==> config.mk <==
export PLATFORM = sky130hd
export DESIGN_NAME = onehot_index_encoder
export DESIGN_NICKNAME = d
export VERILOG_FILES = /design/src/rtl/onehot_index_encoder.sv
export SDC_FILE = /design/constraint.sdc
export NUM_CORES = 1
export LEC_CHECK = 0
export BUFFER_PORTS_ARGS = -buffer_cell sky130_fd_sc_hd__buf_2
export CAP_MARGIN = 20
export CORE_AREA = 2 2 39 41
export DETAILED_ROUTE_END_ITERATION = 8
export DIE_AREA = 0 0 41 43
export PLACE_DENSITY = 0.81
export SKIP_LAST_GASP = 1
export SYNTH_ARGS = -nofsm -noshare
export SYNTH_HDL_FRONTEND = slang
export SYNTH_SLANG_ARGS = --single-unit
export TNS_END_PERCENT = 50
==> constraint.sdc <==
create_clock -name clk -period 3 [get_ports clk]
set_clock_uncertainty 0.15 [all_clocks]
set_input_delay 0.45 -clock clk [delete_from_list [all_inputs] [get_ports clk]]
set_output_delay 0.45 -clock clk [all_outputs]
set_load 0.005 [all_outputs]
==> src/rtl/onehot_index_encoder.sv <==
// onehot_index_encoder
// Sequential priority encoder. It accepts a 2^N-bit request vector, then
// streams out the binary index of every set bit, one index per cycle, from the
// highest index down to the lowest.
//
// Ports:
//   clk        rising-edge clock
//   rst_n      asynchronous, active-low reset
//   in_valid   request vector present
//   in_ready   block can accept a vector (only while idle)
//   in_req     request vector, bit i set means index i is requested
//   out_valid  out_idx is valid
//   out_ready  consumer accepts out_idx
//   out_idx    highest-numbered pending index (0 while out_valid is low)
//   out_last   out_idx is the final index of the current vector
//   zero_err   one-cycle pulse after an all-zero vector is accepted
module onehot_index_encoder #(
   parameter int N = 3
) (
   input  logic              clk,
   input  logic              rst_n,
   input  logic              in_valid,
   output logic              in_ready,
   input  logic [(1<<N)-1:0] in_req,
   output logic              out_valid,
   input  logic              out_ready,
   output logic [N-1:0]      out_idx,
   output logic              out_last,
   output logic              zero_err
);

   localparam int W = 1 << N;

   typedef enum logic {
      IDLE = 1'b0,
      EMIT = 1'b1
   } state_t;

   state_t         state;
   state_t         state_next;
   logic [W-1:0]   pending;
   logic [W-1:0]   pending_next;
   logic           zero_next;
   logic [N-1:0]   hi_idx;
   logic           one_left;
   logic [W-1:0]   clear_mask;

   // Highest set bit of pending. The ascending loop lets later (higher)
   // set bits overwrite earlier ones, leaving the top index.
   always_comb begin
      hi_idx = '0;
      for (int i = 0; i < W; i++) begin
         if (pending[i]) begin
            hi_idx = i[N-1:0];
         end
      end
   end

   // Exactly one bit left: non-zero and clearing the lowest set bit empties it.
   assign one_left   = (pending != '0) && ((pending & (pending - W'(1))) == '0);
   assign clear_mask = ~(W'(1) << hi_idx);

   // Handshake flags come straight from the state register, so an
   // asynchronous reset forces them to their idle values at once.
   assign in_ready  = (state == IDLE);
   assign out_valid = (state == EMIT);
   assign out_idx   = out_valid ? hi_idx : '0;
   assign out_last  = out_valid && one_left;

   // State register.
   always_ff @(posedge clk or negedge rst_n) begin
      if (!rst_n) begin
         state <= IDLE;
      end else begin
         state <= state_next;
      end
   end

   // Next-state logic. A zero vector is accepted but never enters EMIT; it
   // only raises the error pulse for the following cycle.
   always_comb begin
      state_next   = state;
      pending_next = pending;
      zero_next    = 1'b0;
      case (state)
         IDLE: begin
            if (in_valid) begin
               if (in_req != '0) begin
                  pending_next = in_req;
                  state_next   = EMIT;
               end else begin
                  zero_next = 1'b1;
               end
            end
         end
         EMIT: begin
            if (out_ready) begin
               pending_next = pending & clear_mask;
               if (one_left) begin
                  state_next = IDLE;
               end
            end
         end
         default: begin
            state_next = IDLE;
         end
      endcase
   end

   // Pending bits and the registered zero-vector pulse.
   always_ff @(posedge clk or negedge rst_n) begin
      if (!rst_n) begin
         pending  <= '0;
         zero_err <= 1'b0;
      end else begin
         pending  <= pending_next;
         zero_err <= zero_next;
      end
   end

endmodule

---- Yosys cells after proc, flatten, opt, wreduce, memory -nomap -nowiden ----
Index checks and enable logic that the tools add are counted.
operators by class
  bitwise logic cells ..................... 4
  mux-type cells .......................... 20
  equal/unequal tests ..................... 3
  shift operators ......................... 1
  $add $sub $neg .......................... 1
  reduce and logical (&&, ||, !) cells .... 6
operator list
  kind                 number
  $mux 8               3
  $and 8x8->8          2
  $pmux 8 s2           1
  $reduce_bool 8->1    2
  $mux 3               5
  $logic_not 8->1      1
  $mux 1               8
  $not 8->8            1
  $shl 1x3->8 const A  1
  $sub 8x1->8 const B  1
  $mux 2               2
  $ne 2x2->1 const B   2
  $reduce_and 3->1     1
  $logic_and 1x1->1    2
  $ne 2x1->1 const B   1
  $pmux 1 s2           1
  $not 1->1            1
storage, ports and cells
  register bits ........................... 10
  input bits .............................. 12

---- Longest topological paths before layout ----
  depth after elaboration ................. 12
  gate-level depth with buffers ........... 6
  gate-level depth less buffers ........... 5

---- Worst setup path after synthesis ----
OpenSTA, ideal clock, no wires.
  kind .................................... register to output
  start point ............................. reg pending[4]
  end point ............................... out out_last
  path buffers ............................ 0
  required time ........................... 2.400 ns
  path slack .............................. 0.734 ns
  arrival ................................. 1.666 ns
  cell stages (with the launch flop) ...... 6
  cell sequence ........................... dfrtp_1 > or3_4 > or3_1 > or3_1 > nand3_1 > and3_1
between the ends
  longest elaborated chain between the ends .. 5
  elaborated cells between the ends (all ways) .. 6
  classes of those cells .................. add/sub (1); bitwise (1); reduce/logical (4)
ends and longest elaborated chain
  item                    line  RTL
  start, declared         41    logic [W-1:0] pending;
  start signal, assigned  116   pending <= pending_next;
  $sub 8x1->8             60    assign one_left = (pending != '0) && ((pending & (pending - W'(1))) == '0);
  $and 8x8->8             60
  $logic_not 8->1         60
  $logic_and 1x1->1 *     60
  $logic_and 1x1->1 *     68    assign out_last = out_valid && one_left;
  end, declared           28    output logic out_last,
Every way passes the cells marked *; elsewhere a longest branch is shown, timed or not.

---- Worst setup path after layout ----
Same ends and word-level chain as after synthesis.

==> impl_metrics.json <==
{
  "gr-usage-met1": 0.287,
  "synth_cells": 69,
  "antenna_found_initial": 0,
  "rsz0062_at_grt": "false",
  "cp_max_fo": 6,
  "ys_top_cells_by_count": "10 x dfrtp_1, 8 x nor2_1, 7 x nand2_1",
  "grt_use_met2": 0.356,
  "dr.pass1.iters": 4,
  "grt-ovfl-total": 0,
  "io_buffers": 18,
  "place_hpwl_mm": 1.17,
  "row_count": 14,
  "worstSetupPathType": "reg -> out",
  "synth_top_area_cell": "dfrtp_1",
  "initial_core_util": 0.429,
  "fp.dieH_um": 43,
  "grt_util_met3": 0.0471,
  "areaGrowthSynthToFinish_pct": 25.1,
  "postRouteAntennaNets": 0,
  "status": "complete, no violations",
  "die_w_um": 41,
  "place_ws_ns": 0.552,
  "p_leak_nw": 0.360,
  "final-setup-viol-count": 0,
  "routed_wl_mm": 1.57,
  "endpoint": "out_last",
  "busiest_layer": "met2",
  "syn-cell-area_um2": 594,
  "hold_class": "in -> reg",
  "drive_above_1_share": 0.278,
  "r2r_slack_ns": 0.95,
  "synth_most_common_cell": "dfrtp_1",
  "period_share": 0.921,
  "numCtsBuffers": 3,
  "r2r_end": "out_valid",
  "gp_congestion": 0.935,
  "register_area_um2": 250,
  "synth_edf_count": 0,
  "vias": 626,
  "grt_pass1_vias": 599,
  "ys_seq_area_frac": 0.421,
  "startpoint": "pending[4]",
  "track_usage": 0.223,
  "ys_async_sr_fraction": 1.00,
  "synth.top_cells.by_area": "dfrtp_1 42%, nor2_1 5.1%, nand2_1 4.4%",
  "dr.first_iter.drc_count": 28,
  "whs_ns": 0.246,
  "clockBufferDepth": 2,
  "clk_latency_ns": 0.27,
  "nets": 103,
  "fmax_ghz": 0.362,
  "setup_tns_ns": 0,
  "start_kind": "register",
  "fin_total_pwr_mw": 0.807,
  "synthDistinctLibCells": 27,
  "drcViolationCount": 0,
  "max-cap-violations": 0,
  "cts_tree": "done",
  "finalWorstSetupSlack_ns": 0.237,
  "worst_pin_slew_ns": 0.652,
  "htreeDepth": 1,
  "rr_worst_depth": 5,
  "final.fill_count": 134,
  "n_antenna_cell": 0,
  "peakVddDrop_mv": 0.474,
  "period_minus_slack_ns": 2.76,
  "wire_per_inst_um": 14.8,
  "grt_pass1_wl_mm": 2.66,
  "synth_top_area_frac": 0.421,
  "synth_top_flop_cell": "dfrtp_1",
  "holdBufCountCts": 1,
  "viasPerCell": 5.91,
  "yosys_warnings": 0,
  "r2r-start": "pending[4]",
  "root_buffer": "clkbuf_4",
  "slew_headroom": 0.561,
  "die-area_mm2": 0.00176,
  "cp_data_arrival_time_ns": 2.16,
  "avgSynthCellArea_um2": 8.61,
  "core_mm2": 0.00138,
  "cts.repair.resized": 0,
  "crit_path_end_kind": "primary output",
  "finalHoldViolations": 0,
  "grt_start_max_net_pins": 13,
  "powerDensity_mw_per_mm2": 1090,
  "io_pins": 19,
  "multi_input_area_um2": 325,
  "finalMaxSlewViolations": 0,
  "required_ns": 2.40,
  "syn_nets": 81,
  "cts_sinks": 10,
  "cts_setup_buffers": 0,
  "synth_seq_cells": 10,
  "path_clk_slew_ns": 0.07
}
## metrics by stage
stage	instance area (um^2)	instances	utilization
after floorplan	594	69	-
after global placement	697	101	0.504
after detailed placement	697	101	0.504
after CTS	743	106	0.537
after global routing	743	106	0.537
final	743	106	0.537
## critical path, cell delays in order (launching register included)
cell,delay [ns]
dfrtp_1,0.44
or3_4,0.42
or3_1,0.33
or3_1,0.31
nand3_1,0.13
and3_1,0.16
buf_2,0.10
## cells by family after synthesis
kind of cell               count (synthesis)  synth area share
AOI/OAI and AO/OA                         24             0.286
adders and majority gates                  1            0.0168
buffers and inverters                      5            0.0316
DFF                                       10             0.421
and+or+nand+nor                           29             0.244
## area by class of cell
class / instances / share of cell area
Inverter: 3 / 0.0152
Sequential cell: 10 / 0.337
Timing Repair Buffer: 19 / 0.135
Clock buffer: 4 / 0.0488
Multi-Input combinational cell: 54 / 0.438
Tap cell: 16 / 0.0269
## worst min path at each step
stage                   start         end  slack [ns]  cells past startpoint
global route        in_req[0]  pending[0]        0.27                      3
CTS                 in_req[0]  pending[0]        0.25                      3
finish              in_req[0]  pending[0]        0.25                      3
detailed placement      rst_n    zero_err        0.17                      1
floorplan               rst_n   out_valid       0.004                      0
global placement        rst_n    zero_err        0.17                      1
## sequential cells by signal (all words and copies together), names as in the netlist
signal,count
out_valid,1
zero_err,1
pending,8
## report_power, final
| part | switching, mW | internal, mW |
|---|---|---|
| Combinational | 0.222 | 0.193 |
| Clock | 0.0495 | 0.0737 |
| Sequential | 0.0798 | 0.189 |
| Total | 0.351 | 0.456 |
## per-layer routing
metal	vias to the layer above	wire, um
met5	-	0
met4	0	40
met3	6	104
met2	30	794
met1	290	633
li1	300	-
## placed cells by master, fill, tap and decap left out, drive strengths merged
master and instances:
a211oi 1, a21boi 1, a21o 2, a21oi 4, a221o 1, a221oi 1
a22o 4, a22oi 1, a31oi 3, a41oi 1, and3 1, buf 18
clkbuf 4, dfrtp 10, dlygate4sd3 1, inv 3, maj3 1, nand2 7
nand2b 1, nand3 3, nor2 8, nor2b 2, nor4 3, o21ai 3
o21bai 2, or2 1, or3 3
No activity file was read; power rests on OpenSTA's default activity.
